### config.mk
export PLATFORM = sky130hd
export DESIGN_NAME = display_scan_ctrl
export DESIGN_NICKNAME = d
export VERILOG_FILES = /design/src/rtl/display_scan_ctrl.sv
export SDC_FILE = /design/constraint.sdc
export NUM_CORES = 1
export LEC_CHECK = 0
export CORE_MARGIN = 2
export CORE_UTILIZATION = 50
export CTS_CLUSTER_SIZE = 10
export DETAILED_ROUTE_END_ITERATION = 7
export GPL_TIMING_DRIVEN = 0
export PLACE_DENSITY = 0.72
export SYNTH_ARGS = -nofsm -noshare
export SYNTH_HDL_FRONTEND = slang
export SYNTH_SLANG_ARGS = --single-unit
### constraint.sdc
create_clock -name clk -period 2.63 [get_ports clk]
set_input_delay 0.526 -clock clk [delete_from_list [all_inputs] [get_ports clk]]
set_output_delay 0.526 -clock clk [all_outputs]
set_load 0.01 [all_outputs]
### src/rtl/display_scan_ctrl.sv
// Seven-segment scan controller: blanked one-hot anode scan, hex decode, frame-synchronous double buffer.
// Outputs lag the scan state by one cycle; no backpressure, and host writes are always accepted.
module display_scan_ctrl #(
    parameter int DIGITS       = 8,
    parameter int PRESCALE     = 50000,
    parameter int BLANK_CYCLES = 4
) (
    input  logic       clk,
    input  logic       rst,
    input  logic       en,
    input  logic       wr_en,
    input  logic [2:0] wr_addr,
    input  logic [4:0] wr_data,
    input  logic [7:0] digit_mask,
    output logic [7:0] anode,
    output logic [6:0] seg,
    output logic       dp,
    output logic       refresh_en,
    output logic [2:0] scan_idx,
    output logic       frame_done
);

    localparam int PC_W = $clog2(PRESCALE);
    localparam logic [PC_W-1:0] PC_LAST       = PC_W'(PRESCALE - 1);
    localparam logic [PC_W-1:0] PC_BLANK_LAST = PC_W'((BLANK_CYCLES > 0) ? BLANK_CYCLES - 1 : 0);
    localparam logic [2:0]      IDX_LAST      = 3'(DIGITS - 1);

    typedef enum logic [1:0] {IDLE, BLANK, SHOW} state_t;

    // With no blanking the slot opens directly in SHOW.
    localparam state_t SLOT_START = (BLANK_CYCLES > 0) ? BLANK : SHOW;

    state_t          state;
    logic [PC_W-1:0] pc;
    logic            pending;
    logic [4:0]      shadow [8];
    logic [4:0]      active [8];

    logic       wr_ok;
    logic       slot_end;
    logic       frame_end;
    logic       show_on;
    logic [4:0] cur;

    function automatic logic [6:0] hex2seg(input logic [3:0] h);
        case (h)
            4'h0: hex2seg = 7'b1000000;
            4'h1: hex2seg = 7'b1111001;
            4'h2: hex2seg = 7'b0100100;
            4'h3: hex2seg = 7'b0110000;
            4'h4: hex2seg = 7'b0011001;
            4'h5: hex2seg = 7'b0010010;
            4'h6: hex2seg = 7'b0000010;
            4'h7: hex2seg = 7'b1111000;
            4'h8: hex2seg = 7'b0000000;
            4'h9: hex2seg = 7'b0010000;
            4'hA: hex2seg = 7'b0001000;
            4'hB: hex2seg = 7'b0000011;
            4'hC: hex2seg = 7'b1000110;
            4'hD: hex2seg = 7'b0100001;
            4'hE: hex2seg = 7'b0000110;
            default: hex2seg = 7'b0001110;
        endcase
    endfunction

    assign wr_ok     = wr_en && (int'(wr_addr) < DIGITS);
    assign slot_end  = en && (state == SHOW) && (pc == PC_LAST);
    assign frame_end = slot_end && (scan_idx == IDX_LAST);
    assign cur       = active[scan_idx];
    assign show_on   = (state == SHOW) && digit_mask[scan_idx];

    always_ff @(posedge clk) begin
        if (!rst) begin
            state      <= IDLE;
            pc         <= '0;
            scan_idx   <= '0;
            pending    <= 1'b0;
            anode      <= 8'hFF;
            seg        <= 7'h7F;
            dp         <= 1'b1;
            refresh_en <= 1'b0;
            frame_done <= 1'b0;
            for (int i = 0; i < 8; i++) begin
                shadow[i] <= '0;
                active[i] <= '0;
            end
        end else begin
            refresh_en <= 1'b0;
            frame_done <= 1'b0;

            if (show_on) begin
                anode <= ~(8'b1 << scan_idx);
                seg   <= hex2seg(cur[3:0]);
                dp    <= ~cur[4];
            end else begin
                anode <= 8'hFF;
                seg   <= 7'h7F;
                dp    <= 1'b1;
            end

            // Commit copies pre-edge shadow; a coincident write stays pending for the next frame.
            if (frame_end && pending) begin
                for (int i = 0; i < 8; i++) begin
                    active[i] <= shadow[i];
                end
            end
            if (wr_ok) begin
                shadow[wr_addr] <= wr_data;
                pending         <= 1'b1;
            end else if (frame_end) begin
                pending <= 1'b0;
            end

            if (!en) begin
                state    <= IDLE;
                pc       <= '0;
                scan_idx <= '0;
            end else begin
                case (state)
                    IDLE: begin
                        state <= SLOT_START;
                        pc    <= '0;
                    end
                    BLANK: begin
                        pc <= pc + PC_W'(1);
                        if (pc == PC_BLANK_LAST) begin
                            state <= SHOW;
                        end
                    end
                    default: begin
                        if (pc == PC_LAST) begin
                            pc         <= '0;
                            state      <= SLOT_START;
                            refresh_en <= 1'b1;
                            scan_idx   <= (scan_idx == IDX_LAST) ? 3'd0 : scan_idx + 3'd1;
                            frame_done <= (scan_idx == IDX_LAST);
                        end else begin
                            pc <= pc + PC_W'(1);
                        end
                    end
                endcase
            end
        end
    end

endmodule

# ---- After elaboration in Yosys (flattened, before gate mapping)
# Memory sizes are Yosys's and may differ from the RTL's. A register that Yosys moved wholly into a read port is not among the register bits.
# Cells that the tools add are included.
# Widths: inputs -> output; s select.
dict set report word_totals {
  regBits 33
  ramBits 80
  mem_bits_ro 112
  in_bits 20
  output_inout_bits 21
  n_memories 3
}
# memory depth word_bits rd rd_ports_with_merged_regs write_ports line
set memory_table {}
lappend memory_table {{(no name shown)} 16 7 1 1 0 46} ;# case (h)
lappend memory_table {active 8 5 1 1 8 37} ;# logic [4:0] active [8];
lappend memory_table {shadow 8 5 8 0 8 36} ;# logic [4:0] shadow [8];
dict set report classes {
  n_addsub 2
  magnitude_cmp 1
  n_eq_ne 6
  shift 1
  mux 31
  bitwise 14
  n_reduce_logical 17
}
# op n
set ops {}
lappend ops {{$mux 5} 9}
lappend ops {{$pmux 16 s2} 1}
lappend ops {{$add 16x1->16 const B} 1}
lappend ops {{$eq 16x16->1 const B} 1}
lappend ops {{$eq 16x2->1 const B} 1}
lappend ops {{$mux 16} 1}
lappend ops {{$mux 1} 12}
lappend ops {{$mux 3} 4}
lappend ops {{$reduce_or 5->1} 2}
lappend ops {{$not 8->8} 1}
lappend ops {{$or 1x1->1} 8}
lappend ops {{$reduce_and 2->1} 4}
lappend ops {{$shl 1x3->8 const A} 1}
lappend ops {{$logic_and 1x1->1} 5}
lappend ops {{$not 1->1} 5}
lappend ops {{$lt 3x4->1 const B} 1}
lappend ops {{$mux 2} 2}
lappend ops {{$pmux 2 s2} 1}
lappend ops {{$reduce_or 4->1} 1}
lappend ops {{$add 3x1->3 const B} 1}
lappend ops {{$bmux 1 s3} 1}
lappend ops {{$eq 3x3->1 const B} 1}
lappend ops {{$reduce_bool 3->1} 1}
lappend ops {{$eq 2x1->1 const B} 1}
lappend ops {{other kinds (6)} 6}

# ---- Longest topological paths before layout
# Gate-level depths: netlist of run 1.
dict set report depth {
  ltp_word 9
  ltp_mapped 9
  mapped_depth_nobuf 8
}

# ---- Worst setup path before layout of run 1
# No wires, ideal clock.
dict set report synth_path {
  kind {reg2reg}
  startpoint {reg pc[0]}
  endpoint {mem active[0][0] (enable)}
  setup_time_ns 0.398
  arrival_time_ns 2.180
  required_time_ns 2.232
  setup_slack_ns 0.052
  path_stages_with_launch 7
  n_path_buf 0
  path_cell_list {dfxtp_1 ha_1 nand3_2 or3_4 nor2_1 nand3_1 nand2_1}
}
# element line
set synth_rtl {}
lappend synth_rtl {{start: declaration} 34} ;# logic [PC_W-1:0] pc;
lappend synth_rtl {{start signal: assignment} 125} ;# pc <= pc + PC_W'(1);
lappend synth_rtl {{start signal: assignment} 138} ;# pc <= pc + PC_W'(1);
lappend synth_rtl {{end: declaration} 37}

==> metrics.md, run 1 <==
| Metric | Value |
|---|---|
| Gr usage total | `18.0%` |
| Setup ws final | `0.135 ns` |
| Crit Path Max Fanout | `10` |
| CORE AREA | `0.0103 mm²` |
| Cts hold-fix bufs | `0` |
| Post-synthesis async set-or-reset flop share | `0%` |
| CP Launch Type | `register` |
| Placed inst area | `0.00584 mm²` |
| IO Count | `41` |
| Max H-tree Level | `4` |
| Pre-CTS WS | `-0.136 ns` |
| Crit-path leading delay family | `multiplexers` |
| CTS sink cnt | `123` |
| Slew @ Worst Pin | `0.700 ns` |
| Max_slew headroom | `52.8%` |
| Combinational power share | `3.6%` |
| Top_reg_cell synth | `edfxtp_1` |
| First-pass GRT wire length | `15.2 mm` |
| Setup violations, final | `0` |
| Drt total wl | `9.28 mm` |
| Run status | `finished, final reports clean` |
| Net switching power | `0.879 mW` |
| Leakage | `roughly 2.3 nW` |
| Fin Clk Skew | `0.00679 ns` |
| Drc violations | `0` |
| Clock buffer depth | `2` |
| Min-delay src | `pc[0]` |
| Seq/Total Area, Yosys | `between 60% and 70%` |
| Buf/Inv on CP | `3` |
| Final Cycle Share | `about 95%` |
| Cell-internal power | `3.75 mW` |
| Post-route antenna net violation count | `0` |
| Critical Path AT | `2.90 ns` |
| Max Transition Viols Final | `0` |
| Ant. Diodes | `0` |
| Post-DP HPWL | `approximately 6.6 mm` |
| Antenna violations before repair | `0` |
| Die area | `0.0113 mm²` |
| Hold Crit Class | `reg -> reg` |
| Register bit total from synthesis | `123` |
| Post-Syn Area | `0.00525 mm²` |
| CTS tree | `yes` |
| CP max stage cell | `mux4_2` |
| RSZ-0062 raised after global routing | `false` |
| Cells after synthesis | `around 400` |
| Number of synthesis warnings | `0` |
| Crit end category | `register` |
| Per-cell routed wire length | `14.9 µm` |
| Pre-antenna DRT Iters | `4` |
| Clk pwr share | `50.0%` |
| Final hold slack | `0.451 ns` |
| Routability cong. | `around 0.87` |
| Number of CTS-inserted buffers | `17` |
| Synthesized area per cell | `12.8 µm²` |
| Initial Utilization | `around 51%` |
| Peak supply drop | `338 µV` |
| Die width | `107 µm` |
| Critical Path RT | `3.04 ns` |
| Die Ht | `107 µm` |
| Final core occ | `63.1%` |
| Vias | `3195` |
| Row Count | `37` |
| # fillers | `787` |
| Tmin final | `2.50 ns` |
| Most numerous cell on the critical path | `inv_1` |
| Setup TNS | `0 ns` |
| Detailed Route Iter0 Violations | `196` |
| Share of layout cells above drive strength 1 | `approximately an eighth` |
| I/O Buffers | `39` |
| Synth-to-Final Area Change | `23.3%` |
| PD cells | `715 mW/mm²` |
| Worst skew pair latency | `0.52 ns` |
| Syn Nets | `roughly 440` |
| WS Path Type | `reg -> reg` |
| CTS clk-pin slew, worst paths | `0.06 ns` |
| Final nets | `506` |
| Max-cap viol count | `0` |
| Root Driver | `clkbuf_8` |
| Number of flops mapped to enable cells by yosys | `80` |
| Sequential share of power | `46.4%` |
| Largest net degree at the start of global routing | `27` |
| Switching share of power | `19.0%` |
| Fin. Hold Viols | `0` |
| Fmax | `401 MHz` |
| Overflow after GRT | `0` |
| Via density | `5.13` |
| Design Area, Final | `0.00648 mm²` |
| Vias in the first global route | `3070` |
| Critical-path cell list | `buf_6, mux4_2, mux2i_4, inv_1, ha_1, inv_1, nor3_1, a21o_1, a221o_1` |
| Worst stage delay on the critical path | `0.56 ns` |
| Yosys cell types | `51` |
## Yosys cell counts (2+ instances only)
| cell type | number | area, µm² |
|---|---|---|
| a211oi_1 | 4 | 30.0 |
| a21oi_1 | 2 | 10.0 |
| a221o_1 | 4 | 40.0 |
| and2_1 | 82 | 513 |
| and3_1 | 2 | 12.5 |
| clkbuf_1 | 4 | 15.0 |
| clkbuf_2 | 3 | 15.0 |
| dfxtp_1 | 43 | 861 |
| edfxtp_1 | 80 | 2400 |
| ha_1 | 12 | 150 |
| inv_1 | 13 | 48.8 |
| mux2_2 | 4 | 45.0 |
| mux2i_1 | 6 | 60.1 |
| mux4_2 | 10 | 225 |
| nand2_1 | 23 | 86.3 |
| nand2b_1 | 7 | 43.8 |
| nand3_1 | 11 | 55.1 |
| nand4_1 | 2 | 12.5 |
| nor2_1 | 32 | 120 |
| nor2b_1 | 2 | 12.5 |
| nor3_1 | 16 | 80.1 |
| nor4_1 | 2 | 12.5 |
| o21ai_0 | 6 | 30.0 |
| or3_1 | 2 | 12.5 |
| or3_4 | 2 | 22.5 |
| xnor2_1 | 10 | 87.6 |
| xor2_1 | 4 | 35.0 |
## worst reg2reg max path: stages, from the launching register on
cell and delay (ns):
dfxtp_2 0.38, buf_6 0.20, mux4_2 0.57, mux2i_4 0.27
inv_1 0.13, ha_1 0.21, inv_1 0.09, nor3_1 0.08
a21o_1 0.17, a221o_1 0.28
## cell type report
type                    count  area [µm²]  share of cell area, %
repair buffers             43         440                   6.80
plain buffers              10        53.8                  0.830
well taps                 136         170                   2.63
flip-flops and latches    123        3260                   50.4
inverters                  13        48.8                  0.753
clock buffers              22         443                   6.84
multi-input cells         266        1910                   29.5
clock inverters            10         148                   2.28
## sequential cells by signal (all words and copies together) (netlist names), named ones only
name        flops
dp              1
shadow         40
seg             7
refresh_en      1
scan_idx        3
frame_done      1
active         40
pending         1
state           2
anode           8
pc             16
## metrics by stage
step           power (mW)  std cells
2_1_floorplan        2.27        412
3_3_place_gp         2.34        587
3_5_place_dp         2.35        588
4_1_cts              4.65        620
5_1_grt              4.76        623
6_report             4.63        623
## layer usage
metal  vias up  track usage [%]  routed length [µm]  part of all wire [%]
met2        78             28.8                4470                    48
met5         -                0                   0                     0
met1      1515             23.0                4270                    46
met4         0             7.79                 179                   1.9
li1       1584                -                   -                     -
met3        18             5.15                 363                   3.9
## what timing repair did
item                       in CTS  in global routing
cloned                          0                  0
resized for setup               3                  2
setup buffers                   0                  3
setup endpoints to repair       2                 28
## cells in the final DEF (no fill, tap or decap), types with 6 or more instances in the layout
| cell type | netlist | final |
|---|---|---|
| and2_1 | 82 | 82 |
| edfxtp_1 | 80 | 80 |
| dfxtp_1 | 43 | 42 |
| clkdlybuf4s50_1 | 0 | 39 |
| nor2_1 | 32 | 32 |
| nand2_1 | 23 | 22 |
| nor3_1 | 16 | 16 |
| clkbuf_16 | 0 | 16 |
| inv_1 | 13 | 13 |
| ha_1 | 12 | 12 |
| nand3_1 | 11 | 11 |
| mux4_2 | 10 | 10 |
| xnor2_1 | 10 | 10 |
| clkbuf_1 | 4 | 8 |
| nand2b_1 | 7 | 7 |
| o21ai_0 | 6 | 6 |
## power by group through the flow
stage / clock [mW] / sequential, mW / combinational, mW
2_1_floorplan: 0 / 2.18 / 0.0914
3_3_place_gp: 0 / 2.19 / 0.150
3_5_place_dp: 0 / 2.19 / 0.161
4_1_cts: 2.33 / 2.15 / 0.165
5_1_grt: 2.42 / 2.16 / 0.184
6_report: 2.31 / 2.15 / 0.168
## worst paths after layout
check | slack, ns | end | cells after the start
worst min-delay path | 0.45 | pc[0] | 1
worst max-delay path | 0.13 | seg[6] | 9
worst min register to register | 0.45 | pc[0] | 1
worst max register to register | 0.13 | seg[6] | 9
## cell families (layout without fill, tap and decap cells)
logic type	count (synthesis)	count (layout)	share of synthesized area, %
compound gates	28	28	3.95
xor+xnor	14	14	2.33
fa+ha+maj	12	12	2.86
buf+inv	23	98	1.95
flops	123	123	62.1
mux	22	22	6.98
simple gates	190	190	19.8
Note: power is estimated with default switching activity, not from simulation.
==> inputs of run 2 (changes only) <==
Settings changed: MAX_ROUTING_LAYER set to met4.
==> run 2 against run 1 <==
  * Sequential share of layout area unchanged
  * Clock skew is 0.0041 ns higher
  * Sequential cell count did not move
  * Final cell count is the same
  * Fmax increased by 0.79%
  * Sequential power is essentially flat
  * Die area is the same
  * Combinational power barely moved
  * Register-to-register slack better by 0.02 ns
  * Wire length hardly changed
  * Critical path depth unchanged
  * Highest routed layer unchanged
  * Hold slack barely moved
==> metrics.md, run 2 (same netlist as run 1, synthesis figures left out) <==
| Metric | Value |
|---|---|
| Cts hold-fix bufs | `0` |
| CTS tree | `yes` |
| Post-route antenna net violation count | `0` |
| Overflow after GRT | `0` |
| Top Registers | `active (40), shadow (40), pc (16)` |
| Critical Path AT | `2.89 ns` |
| Via density | `5.12` |
| PD cells | `715 mW/mm²` |
| Placed Instances | `approximately 590` |
| Clock buffer depth | `2` |
| Final nets | `a little over 500` |
| Slew @ Worst Pin | `0.698 ns` |
| Detailed Route Iter0 Violations | `194` |
| Tmin final | `2.48 ns` |
| Commonest non-fill, non-tap cell in the layout | `and2_1` |
| Setup violations, final | `0` |
| CP Launch Type | `register` |
| Max-cap viol count | `0` |
| Die area | `0.0113 mm²` |
| Per-cell routed wire length | `about 15 µm` |
| Commonest cells after routing, fill and taps aside | `and2_1, edfxtp_1, dfxtp_1` |
| Peak supply drop | `approximately 340 µV` |
| Fin Clk Skew | `0.0108 ns` |
| I/O Buffers | `39` |
| Routability cong. | `0.882` |
| Max_slew headroom | `53.0%` |
| Run status | `finished, final reports clean` |
| CTS clk-pin slew, worst paths | `about 0.06 ns` |
| Crit Path Max Fanout | `10` |
| CTS sink cnt | `123` |
| Root Driver | `clkbuf_8` |
| Die Ht | `approximately 110 µm` |
| Drc violations | `0` |
| Fin. Hold Viols | `0` |
| Critical Path RT | `3.04 ns` |
| Hold Crit Class | `reg -> reg` |
| Die width | `107 µm` |
| Leakage | `2.31 nW` |
| First-pass GRT wire length | `around 15 mm` |
| Number of CTS-inserted buffers | `17` |
| Largest net degree at the start of global routing | `27` |
| Antenna violations before repair | `0` |
| Share of layout cells above drive strength 1 | `12.7%` |
| Drt total wl | `about 9.3 mm` |
| Worst skew pair latency | `between 0.5 and 0.6 ns` |
| Fmax | `between 400 and 500 MHz` |
| Pre-antenna DRT Iters | `5` |
| Final hold slack | `around 0.45 ns` |
| Gr usage total | `18.5%` |
| Max Transition Viols Final | `0` |
| Crit end category | `register` |
| Final Cycle Share | `94.1%` |
| Vias | `around 3.2k` |
| CORE AREA | `0.0103 mm²` |
| Synth-to-Final Area Change | `23.3%` |
| WS Path Type | `reg -> reg` |
| Ant. Diodes | `0` |
| Row Count | `37` |
| Layout Cells excl Fill | `623` |
| Initial Utilization | `between 50 and 60%` |
| Post-route total power | `between 4 and 5 mW` |
| Max H-tree Level | `4` |
| IO Count | `41` |
| RSZ-0062 raised after global routing | `false` |
| Post-DP HPWL | `6.63 mm` |
| Vias in the first global route | `just over 3k` |
[run 2: routing by layer]
metal / track usage (%) / up-vias / share of wire, %
met5: - / - / 0
li1: - / 1586 / -
met4: 7.79 / 0 / 1.8
met1: 23.0 / 1506 / 46
met2: 28.8 / 84 / 48
met3: 5.15 / 15 / 4.2
[run 2: cell type report]
cell class	instances	area [µm²]
Clock inverter	10	148
Timing Repair Buffer	43	440
Buffer	10	53.8
Tap cell	136	170
Multi-Input combinational cell	266	1910
Sequential cell	123	3260
Inverter	13	48.8
Fill cell	787	3800
Clock buffer	22	443
[run 2: worst paths after layout]
kind / to / start / slack, ns / cells past startpoint
setup / recovery: seg[6] / register / 0.15 / 9
setup reg to reg: seg[6] / register / 0.15 / 9
hold reg to reg: pc[0] / pc[0] / 0.45 / 1
hold / removal: pc[0] / pc[0] / 0.45 / 1
[run 2: repair_timing]
action	CTS	global route
setup buffers	0	3
setup endpoints to repair	2	28
pin swaps	0	0
resized for setup	3	2
cloned	0	0
[run 2: stage by stage]
step	setup slack, ns	utilization [%]	instance area, µm²	TNS [ns]
after global routing	0.0455	63.1	6480	0
final	0.155	63.1	6480	0
after detailed placement	-0.136	56.8	5840	-0.195
after global placement	-0.289	56.6	5810	-11.57
after CTS	0.0749	62.8	6450	0
after floorplan	0.0524	-	5250	0
[run 2: worst max-delay path: stages, from the launching register on]
cell,delay (ns)
dfxtp_2,0.38
buf_6,0.20
mux4_2,0.56
mux2i_4,0.26
inv_1,0.13
ha_1,0.21
inv_1,0.08
nor3_1,0.08
a21o_1,0.17
a221o_1,0.28
[run 2: power by group]
part,internal (mW),switching [mW],total (mW)
clock network,1.55,0.766,2.31
logic,0.0740,0.0936,0.168
registers,2.13,0.0189,2.15
total,3.75,0.878,4.63
